<file path="src/rtl/d16_cs_pkg.sv">
// Shared definitions for the call stack unit: request op encodings, FSM state type
// and call-length increments.
package d16_cs_pkg;

  localparam logic OP_CALL = 1'b0;
  localparam logic OP_RET  = 1'b1;

  typedef enum logic {
    IDLE   = 1'b0,
    COMMIT = 1'b1
  } state_t;

  localparam int INSN_BYTES      = 2;
  localparam int LONG_INSN_BYTES = 4;

endpackage

</file>
<file path="src/rtl/cs_lifo.sv">
// Circular LIFO of link-register values. A push onto a full stack overwrites the oldest
// entry. The top of the stack can be read combinationally.
module cs_lifo #(
  parameter int DEPTH = 8,
  parameter int AW    = 16,
  localparam int PW   = $clog2(DEPTH),
  localparam int CW   = PW + 1
) (
  input  logic          clk,
  input  logic          rst,
  input  logic          i_push,
  input  logic          i_pop,
  input  logic [AW-1:0] i_push_data,
  output logic [AW-1:0] o_top_data,
  output logic [CW-1:0] o_count
);

  logic [AW-1:0] r_mem [DEPTH];
  logic [PW-1:0] r_ptr;
  logic [CW-1:0] r_count;
  logic          w_full;
  logic          w_empty;

  assign w_full  = (r_count == CW'(DEPTH));
  assign w_empty = (r_count == '0);

  // Storage has no reset; the valid count alone decides what is meaningful.
  always_ff @(posedge clk) begin
    if (i_push) r_mem[r_ptr] <= i_push_data;
  end

  always_ff @(posedge clk) begin
    if (rst) begin
      r_ptr   <= '0;
      r_count <= '0;
    end else if (i_push) begin
      r_ptr <= r_ptr + 1'b1;
      if (!w_full) r_count <= r_count + 1'b1;
    end else if (i_pop && !w_empty) begin
      r_ptr   <= r_ptr - 1'b1;
      r_count <= r_count - 1'b1;
    end
  end

  assign o_top_data = r_mem[r_ptr - 1'b1];
  assign o_count    = r_count;

endmodule

</file>
<file path="src/rtl/call_stack_unit.sv">
// Call/return sequencer. It drives the LR write port and spills/refills the LR through a
// hardware stack. Define CALL_STACK_STATS_EN to add the call_count, ret_count and
// max_depth outputs.
module call_stack_unit
  import d16_cs_pkg::*;
#(
  parameter int DEPTH = 8,
  parameter int AW    = 16,
  localparam int CW   = $clog2(DEPTH) + 1
) (
  input  logic          clk,
  input  logic          rst,
  input  logic          req_valid,
  output logic          req_ready,
  input  logic          req_op,
  input  logic [AW-1:0] req_pc,
  input  logic          req_len,
  input  logic [AW-1:0] req_target,
  input  logic [AW-1:0] lr_out,
  output logic          lr_wr_en,
  output logic [AW-1:0] lr_in,
  output logic          br_valid,
  output logic [AW-1:0] br_target,
  output logic [CW-1:0] depth_cnt,
  output logic          overflow,
`ifdef CALL_STACK_STATS_EN
  output logic [AW-1:0] call_count,
  output logic [AW-1:0] ret_count,
  output logic [CW-1:0] max_depth,
`endif
  output logic          underflow
);

  state_t        r_state;
  state_t        w_state_nxt;
  logic          w_accept;
  logic          w_is_call;
  logic          w_push;
  logic          w_pop;
  logic          w_stack_full;
  logic          w_stack_empty;
  logic [AW-1:0] w_top;
  logic [CW-1:0] w_count;
  logic [AW-1:0] w_ret_addr;

  logic          r_br_valid;
  logic [AW-1:0] r_br_target;
  logic          r_lr_wr_en;
  logic [AW-1:0] r_lr_in;
  logic          r_overflow;
  logic          r_underflow;

  assign w_accept      = req_valid && req_ready;
  assign w_is_call     = (req_op == OP_CALL);
  assign w_stack_full  = (w_count == CW'(DEPTH));
  assign w_stack_empty = (w_count == '0);
  assign w_push        = w_accept && w_is_call;
  assign w_pop         = w_accept && !w_is_call && !w_stack_empty;
  assign w_ret_addr    = req_pc + (req_len ? AW'(LONG_INSN_BYTES) : AW'(INSN_BYTES));

  cs_lifo #(.DEPTH(DEPTH), .AW(AW)) u_lifo (
    .clk        (clk),
    .rst        (rst),
    .i_push     (w_push),
    .i_pop      (w_pop),
    .i_push_data(lr_out),
    .o_top_data (w_top),
    .o_count    (w_count)
  );

  always_ff @(posedge clk) begin
    if (rst) r_state <= IDLE;
    else     r_state <= w_state_nxt;
  end

  always_comb begin
    w_state_nxt = r_state;
    case (r_state)
      IDLE:    if (w_accept) w_state_nxt = COMMIT;
      COMMIT:  w_state_nxt = IDLE;
      default: w_state_nxt = IDLE;
    endcase
  end

  // COMMIT blocks a new request until the LR write has landed.
  always_comb begin
    req_ready = (r_state == IDLE);
  end

  always_ff @(posedge clk) begin
    if (rst) begin
      r_br_valid  <= 1'b0;
      r_br_target <= '0;
      r_lr_wr_en  <= 1'b0;
      r_lr_in     <= '0;
      r_overflow  <= 1'b0;
      r_underflow <= 1'b0;
    end else begin
      r_br_valid <= w_accept;
      r_lr_wr_en <= w_push || w_pop;
      if (w_accept) begin
        r_br_target <= w_is_call ? req_target : lr_out;
        r_lr_in     <= w_is_call ? w_ret_addr : w_top;
      end
      if (w_push && w_stack_full) r_overflow <= 1'b1;
      if (w_accept && !w_is_call && w_stack_empty) r_underflow <= 1'b1;
    end
  end

  assign br_valid  = r_br_valid;
  assign br_target = r_br_target;
  assign lr_wr_en  = r_lr_wr_en;
  assign lr_in     = r_lr_in;
  assign depth_cnt = w_count;
  assign overflow  = r_overflow;
  assign underflow = r_underflow;

`ifdef CALL_STACK_STATS_EN
  logic [AW-1:0] r_call_count;
  logic [AW-1:0] r_ret_count;
  logic [CW-1:0] r_max_depth;

  always_ff @(posedge clk) begin
    if (rst) begin
      r_call_count <= '0;
      r_ret_count  <= '0;
      r_max_depth  <= '0;
    end else begin
      if (w_push) r_call_count <= r_call_count + 1'b1;
      if (w_accept && !w_is_call) r_ret_count <= r_ret_count + 1'b1;
      if (w_count > r_max_depth) r_max_depth <= w_count;
    end
  end

  assign call_count = r_call_count;
  assign ret_count  = r_ret_count;
  assign max_depth  = r_max_depth;
`endif

endmodule

</file>
<file path="config.mk">
export PLATFORM = sky130hd
export DESIGN_NAME = call_stack_unit
export DESIGN_NICKNAME = d
export VERILOG_FILES = /design/src/rtl/d16_cs_pkg.sv /design/src/rtl/cs_lifo.sv /design/src/rtl/call_stack_unit.sv
export SDC_FILE = /design/constraint.sdc
export NUM_CORES = 1
export LEC_CHECK = 0
export CORE_MARGIN = 2
export CORE_UTILIZATION = 25
export DETAILED_ROUTE_END_ITERATION = 7
export MAX_ROUTING_LAYER = met4
export PLACE_DENSITY = 0.45
export REMOVE_ABC_BUFFERS = 1
export SETUP_SLACK_MARGIN = 0.02
export SYNTH_ARGS = -nofsm -noshare
export SYNTH_HDL_FRONTEND = slang
export SYNTH_SLANG_ARGS = --single-unit
</file>
<file path="constraint.sdc">
create_clock -name clk -period 3.4 [get_ports clk]
set_clock_uncertainty 0.2 [all_clocks]
set_input_delay 0.68 -clock clk [delete_from_list [all_inputs] [get_ports clk]]
set_output_delay 0.68 -clock clk [all_outputs]
set_load 0.02 [all_outputs]
</file>
=== Word level (Yosys, flattened, before mapping) ===
Memory sizes are Yosys's and may differ from the RTL's.
Cells that the tools add are included.

* Input port bits: 53
* Memories kept: 1
* RAM bits: 128
* Word-level logic and storage cells: 43
* Output and inout port bits: 41
* Register bits: 44

{| class="wikitable"
|+ Memories
! memory !! depth !! bits a word !! read ports !! clocked after memory_dff !! wr ports !! RTL line !! RTL
|-
| u_lifo.r_mem || 8 || 16 || 1 || 0 || 1 || cs_lifo.sv:18 || <nowiki>logic [AW-1:0] r_mem [DEPTH];</nowiki>
|}

* Reduce and logical (&&, ||, !) cells: 12
* Equal/unequal tests: 2
* $add $sub $neg: 5
* Muxes and demuxes: 12
* Bitwise gates (word level): 2

{| class="wikitable"
|+ Operators by type and width
! cell !! number
|-
| 16-bit two-way mux || 2
|-
| 16-bit by 3-bit adder with 16-bit output || 1
|-
| 4-bit two-way mux || 3
|-
| 3-bit two-way mux || 3
|-
| 1-bit logical AND || 7
|-
| 4-bit by 1-bit adder with 4-bit output, second input constant || 1
|-
| 4-bit equality test, second input constant || 1
|-
| 4-bit zero test || 1
|-
| 4-bit by 1-bit subtractor with 4-bit output, second input constant || 1
|-
| 3-bit by 1-bit adder with 3-bit output, second input constant || 1
|-
| 1-bit two-way mux || 3
|-
| 3-bit by 1-bit subtractor with 3-bit output, second input constant || 1
|-
| 2-bit != test, second input constant || 1
|-
| 1-bit inverter || 2
|-
| 1-bit one-hot mux with 2 select lines || 1
|-
| 2-bit AND reduction || 1
|-
| 2-bit nonzero test || 1
|-
| 1-bit zero test || 1
|-
| 1-bit logical OR || 1
|}

=== Longest topological paths before layout ===
Gate-level depths: netlist of run 1.

* Depth after elaboration: 7
* Depth in mapped cells: 11
* Mapped depth without buffers: 8

=== Cells and area by module ===
Synthesis of run 1 repeated with hierarchy kept, for this count alone.

* Cell total of the unflattened synthesis: 466
* Area total of the unflattened synthesis: 7245.7 um^2

{| class="wikitable"
|+ Modules (own cells, without submodules)
! module !! times used !! cells each !! area an instance (um^2) !! seq. area each (um^2)
|-
| cs_lifo || 1 || 249 || 5357.6 || 3983.8
|-
| call_stack_unit || 1 || 217 || 1888.1 || 740.7
|}

=== Worst setup path after synthesis of run 1 ===
Ideal clock, no wire load.

* Kind: input to register
* From: input req_op
* To: memory u_lifo.r_mem[0][0], enable pin
* Cell stages on the path: 4
* Slack: -212 ps
* Path buffers: 1
* Arrival: 2982 ps
* Data required time: 2770 ps
* Setup time: 430 ps
* Path through: buf_2 > nor3b_2 > inv_2 > nor4_1

* Longest elaborated chain between the ends: 4

{| class="wikitable"
|+ Ends and longest elaborated chain
! item !! RTL line !! RTL
|-
| from (decl) || call_stack_unit.sv:15 || <nowiki>input logic req_op,</nowiki>
|-
| 1-bit inverter || call_stack_unit.sv:54 || <nowiki>assign w_is_call = (req_op == OP_CALL);</nowiki>
|-
| 1-bit logical AND || call_stack_unit.sv:57 || <nowiki>assign w_push = w_accept && w_is_call;</nowiki>
|-
| 1-bit two-way mux || cs_lifo.sv:29 || <nowiki>if (i_push) r_mem[r_ptr] <= i_push_data;</nowiki>
|-
| 1-bit two-way mux (not written as such) || cs_lifo.sv:29 ||
|-
| to (decl) || cs_lifo.sv:18 ||
|}

No other way between the ends.

=== Final worst setup path of run 1 ===
* From: input req_len
* To: register r_lr_in[9], in the netlist lr_in[9]

* Longest elaborated chain between the ends: 3

{| class="wikitable"
|+ Ends and longest elaborated chain
! item !! RTL line !! RTL
|-
| from (decl) || call_stack_unit.sv:17 || <nowiki>input logic req_len,</nowiki>
|-
| 3-bit two-way mux || call_stack_unit.sv:59 || <nowiki>assign w_ret_addr = req_pc + (req_len ? AW'(LONG_INSN_BYTES) : AW'(INSN_BYTES));</nowiki>
|-
| 16-bit by 3-bit adder with 16-bit output || call_stack_unit.sv:59 ||
|-
| 16-bit two-way mux || call_stack_unit.sv:103 || <nowiki>r_lr_in <= w_is_call ? w_ret_addr : w_top;</nowiki>
|-
| to (signal assigned) || call_stack_unit.sv:103 ||
|-
| to (decl) || call_stack_unit.sv:49 || <nowiki>logic [AW-1:0] r_lr_in;</nowiki>
|}

No other way between the ends.
A chain may end at the register's enable or synchronous reset.

==> flow_summary.json, run 1 <==
{
  "dp_hpwl_mm": 13.2,
  "cpPeakStageDelay_ns": 0.53,
  "port_buffers": 93,
  "hp-class": "flop to flop",
  "root_buffer": "clkbuf_16",
  "yosys-top-cells-area": "edfxtp_1, dfxtp_1, mux4_2, nand2_1, nand3_1",
  "ff2ff_setup_slack_ns": 0.86,
  "clockBufferDepth": 2,
  "utilization": 0.329,
  "fin_crit_sh": 0.782,
  "path_max_fanout": 4,
  "ys_async_sr_fraction": 0,
  "rows": 61,
  "clk_latency_ns": 0.43,
  "peakVddDrop_mv": 0.351,
  "min_path_cells": 2,
  "register_area_mm2": 0.00472,
  "path_buf_inv": 2,
  "wl_mm": 20.2,
  "drive_above_1_share": 0.134,
  "cap_violations": 0,
  "ys.flop_type": "edfxtp_1",
  "timing.rr.start": "u_lifo.r_ptr[1]",
  "path_class": "input pin to flop",
  "antenna_left": 0,
  "setup_tns_ns": 0,
  "synth-seq-cells": 172,
  "yosys-top-cells-count": "edfxtp_1, nand2_1, dfxtp_1",
  "synth_top_area_share": 0.545,
  "rsz0062_at_grt": "false",
  "antenna_found_initial": 1,
  "synth.distinct_cells": 45,
  "place_inst": 988,
  "wl_per_cell_um": 19.8,
  "slew_viol_final": 0,
  "end_kind": "flop",
  "grt_pass1_wl_mm": 29.5,
  "r2r_cells": 7,
  "power.density_mw_per_mm2": 636,
  "required_ns": 3.53,
  "r2r_end": "lr_in[9]",
  "hold_violations": 0,
  "avgViaCountPerCell": 4.48,
  "worstPathArrival_ns": 2.79,
  "grt_max_degree": 36,
  "period_needed_ns": 2.66,
  "grt_usage": 0.146,
  "fp.dieW_um": 172,
  "die-height_um": 172,
  "dieArea_mm2": 0.0296,
  "crit_path_start_kind": "input pin",
  "yosysSeqAreaShare": 0.670,
  "fillers": 2802,
  "drcViolationCount": 0,
  "holdBufCountCts": 0,
  "slowest_stage": "clkdlybuf4s50_1",
  "min-delay-start": "overflow",
  "critPathTopFamily": "adder cells",
  "setup_slack_ns": 0.740,
  "drt_iter0_drc": 268,
  "pin_count": 94,
  "area_growth_pct": 29.7,
  "grt_pass1_vias": 4460,
  "slew_headroom": 0.447,
  "post_cts_buffers": 0,
  "cts_buffers": 17,
  "cts_tree": "done",
  "hold_end": "overflow",
  "syn-cell-area_mm2": 0.00705,
  "num_vias": 4572,
  "syn_avg_cell_area_um2": 13.5,
  "nNetsFinal": 689,
  "synth.most_common_cell": "edfxtp_1",
  "core-area_mm2": 0.0278,
  "cts.repair.resized": 0,
  "p_total_uw": 5810,
  "dr.pass1.iters": 5,
  "yosysTopAreaCell": "edfxtp_1",
  "routabilityCongestion": 0.790,
  "cts.sink_count": 172,
  "fmax_mhz": 376,
  "dp_slack_ns": 0.285,
  "h-tree-depth": 4,
  "leakage_uw": 0.00312,
  "syn_inst": 523,
  "setup_viol": 0,
  "start_util": 0.254,
  "worstMarginPinSlew_ns": 0.822,
  "multiInputGateArea_mm2": 0.00220,
  "stdcell_count": 1021,
  "synth_edf_count": 128,
  "yosysWarnings": 0,
  "clk_pin_slew_ns": 0.07,
  "crit_chain": "clkdlybuf4s50_1, inv_1, ha_1, fa_1, and3_1, nand3_1, xor2_1, nand2_1, a32o_1",
  "status": "completed",
  "grt_overflow": 0
}
[where the power goes]
| part | internal (uW) | switching, uW | total (uW) |
|---|---|---|---|
| combinational | 551 | 791 | 1340 |
| clock | 1180 | 847 | 2020 |
| sequential | 2360 | 84.3 | 2450 |
| total | 4090 | 1720 | 5810 |
[tightest hold or removal path, stage by stage, from the launching register on]
cell and delay (ns):
dfxtp_1 0.34, a31oi_1 0.04, nor2_1 0.07
[cells by family (layout without fill, tap and decap cells)]
logic type,after synthesis,after routing,share of synthesized area
compound gates,67,67,0.0648
xor+xnor,20,20,0.0275
fa+ha+maj,7,7,0.0135
buf+inv,38,157,0.0238
flops,172,172,0.670
mux,36,36,0.0866
other cells,0,1,0
simple gates,183,183,0.113
[through the flow]
| stage | hold WS (ns) | instance area [um2] |
|---|---|---|
| 6_report | 0.281 | 9140 |
| 5_1_grt | 0.324 | 9140 |
| 4_1_cts | 0.282 | 9140 |
| 3_5_place_dp | 0.266 | 8530 |
| 3_3_place_gp | 0.249 | 8530 |
| 2_1_floorplan | 0.328 | 6910 |
[cells in the final DEF, fill, tap and decap left out, types with 3 or more instances in the layout]
cell	netlist	final
edfxtp_1	128	128
clkdlybuf4s50_1	0	91
nand2_1	88	88
dfxtp_1	44	44
nand3_1	35	35
nor2_1	33	33
buf_4	1	24
mux4_2	20	20
clkbuf_16	0	17
mux2i_1	16	16
a211oi_1	16	16
o21ai_0	12	12
a21oi_1	11	11
xnor2_1	11	10
xor2_1	8	8
nand4_1	8	8
inv_1	7	7
ha_1	6	6
a22oi_1	5	5
nor3_2	0	4
a31oi_1	4	4
a221o_1	4	4
o22ai_1	4	4
inv_6	0	4
and3_1	3	3
bufinv_16	0	3
[registers in the layout (all words and copies together) (netlist names)]
register	count
u_lifo.r_mem	128
br_target	16
lr_in	16
u_lifo.o_count	4
u_lifo.r_ptr	3
br_valid	1
lr_wr_en	1
overflow	1
r_state	1
underflow	1
[cell type report]
cell class	count	share of cell area
Antenna cell	1	0.000274
Clock inverter	13	0.0197
Tap cell	378	0.0517
Sequential cell	172	0.517
Clock buffer	19	0.0474
Inverter	8	0.00328
Multi-Input combinational cell	313	0.240
Timing Repair Buffer	117	0.120
[worst max-delay path by stage]
stage	from	endpoint	slack [ns]	cells after the start
finish	req_len	lr_in[9]	0.74	9
global route	req_len	lr_in[9]	0.62	9
CTS	req_len	lr_in[9]	0.74	9
detailed placement	req_len	lr_in[9]	0.29	9
global placement	req_len	lr_in[9]	0.34	9
floorplan	u_lifo.r_ptr[0]	lr_in[15]	-0.35	6
[per-layer routing]
metal  track usage  vias to the layer above  wire length, um
met1         0.197                     2300             9420
met2         0.228                       99             9850
met3        0.0304                        6              778
li1              -                     2167                -
met4        0.0318                        0              128
met5             -                        -                0
(Power assumes the default switching activity.)
==> run 2, diff against run 1 <==
clock period = 2.2 ns   (was 3.4 ns; I/O delays follow)
==> run 2 against run 1 <==
Hold slack about the same. Total power up 58%. Final cell count up 5.1%. Sequential power up 54%. Design area up 5.5%.
==> flow_summary.json, run 2 (synthesis gave the netlist of run 1 again) <==
{
  "cpPeakStageDelay_ns": 0.65,
  "hold_ws_ns": 0.281,
  "area_growth_pct": 36.8,
  "largest_reg_flops": 128,
  "path_class": "flop to output port",
  "path_buf_inv": 1,
  "die-height_um": 172,
  "drive_above_1_share": 0.207,
  "port_buffers": 93,
  "hold_end": "overflow",
  "crit_path_start_kind": "flop",
  "num_vias": 4871,
  "antenna_left": 0,
  "status": "completed",
  "drcViolationCount": 0,
  "pin_count": 94,
  "required_ns": 1.56,
  "cts_tree": "done",
  "cts.sink_count": 172,
  "worstPathArrival_ns": 1.49,
  "start_util": 0.254,
  "slew_headroom": 0.725,
  "end_kind": "output port",
  "grt_overflow": 0,
  "peakVddDrop_mv": 0.450,
  "path_max_fanout": 5,
  "hold_violations": 0,
  "rows": 61,
  "ff2ff_setup_slack_ns": 0.09,
  "grt_usage": 0.151,
  "dieArea_mm2": 0.0296,
  "grt_pass1_wl_mm": 30.7,
  "grt_max_degree": 30,
  "clk_latency_ns": 0.43,
  "slew_viol_final": 0,
  "core-area_mm2": 0.0278,
  "leakage_uw": 0.00342,
  "routabilityCongestion": 0.825,
  "cts_buffers": 17,
  "clk_pin_slew_ns": 0.07,
  "power.density_mw_per_mm2": 953,
  "r2r_end": "lr_in[9]",
  "fmax_mhz": 469,
  "slowest_stage": "clkdlybuf4s50_1",
  "fp.dieW_um": 172,
  "drt_iter0_drc": 308,
  "final_cell_mix": "edfxtp_1, nand2_1, clkdlybuf4s50_1, buf_4, dfxtp_1",
  "timing.rr.start": "u_lifo.r_ptr[1]",
  "place_inst": 1038,
  "critPathTopFamily": "buffers and inverters",
  "stdcell_count": 1073,
  "min-delay-start": "overflow",
  "period_needed_ns": 2.13,
  "cap_violations": 0,
  "grt_pass1_vias": 4799,
  "worstMarginPinSlew_ns": 0.412,
  "hp-class": "flop to flop",
  "rsz0062_at_grt": "true",
  "mostFrequentLayoutCell": "edfxtp_1",
  "fin_crit_sh": 0.970,
  "wl_mm": 21.2,
  "r2r_cells": 7,
  "avgViaCountPerCell": 4.54,
  "min_path_cells": 2,
  "nNetsFinal": 742,
  "dp_hpwl_mm": 14.9,
  "root_buffer": "clkbuf_16",
  "clockBufferDepth": 2,
  "setup_viol": 0,
  "antenna_found_initial": 0,
  "h-tree-depth": 4,
  "top_register": "u_lifo.r_mem",
  "n_antenna_cell": 0,
  "crit_chain": "clkdlybuf4s50_1",
  "dr.pass1.iters": 6,
  "wl_per_cell_um": 19.7
}
[run 2: stage by stage]
step,setup TNS [ns],setup WS (ns),cell area [um2],power [uW],util
final,0,0.0661,9640,9190,0.347
after global placement,-41.92,-0.527,9000,6230,0.324
after global routing,0,0.00792,9640,9650,0.347
after CTS,0,0.0121,9620,9320,0.346
after detailed placement,-38.77,-0.534,9000,6260,0.324
after floorplan,-103.48,-1.55,6910,5030,-
[run 2: what timing repair did]
| item | CTS | global route |
|---|---|---|
| hold buffers | 0 | 0 |
| buffers inserted | 2 | 1 |
| gates resized for setup | 8 | 7 |
| pin swaps | 2 | 2 |
| endpoints found under the setup margin | 9 | 25 |
[run 2: power breakdown]
| group | switching, uW | internal (uW) | total, uW |
|---|---|---|---|
| Clock | 1290 | 1720 | 3000 |
| Sequential | 119 | 3650 | 3770 |
| Combinational | 1320 | 1100 | 2420 |
[run 2: worst max-delay path by stage]
stage	cells after the start	slack [ns]	start	end
floorplan	6	-1.55	u_lifo.r_ptr[0]	lr_in[15]
global placement	9	-0.53	req_len	lr_in[9]
detailed placement	9	-0.53	req_len	lr_in[9]
CTS	7	0.01	u_lifo.r_ptr[0]	lr_in[9]
global route	9	0.008	req_valid	u_lifo.o_count[3]
finish	1	0.07	u_lifo.o_count[2]	depth_cnt[2]
[run 2: final cells by class]
| class | count | area, um2 |
|---|---|---|
| Fill cell | 2736 | 18100 |
| Sequential cell | 172 | 4730 |
| Multi-Input combinational cell | 313 | 2220 |
| Timing Repair Buffer | 170 | 1610 |
| Tap cell | 378 | 473 |
| Clock buffer | 20 | 447 |
| Clock inverter | 12 | 136 |
| Inverter | 8 | 30.0 |
[run 2: layer usage]
layer	GRT usage	part of all wire	vias up
met4	0.0446	0.018	0
met3	0.0247	0.053	25
li1	-	-	2270
met1	0.199	0.45	2445
met5	-	0	-
met2	0.242	0.48	131
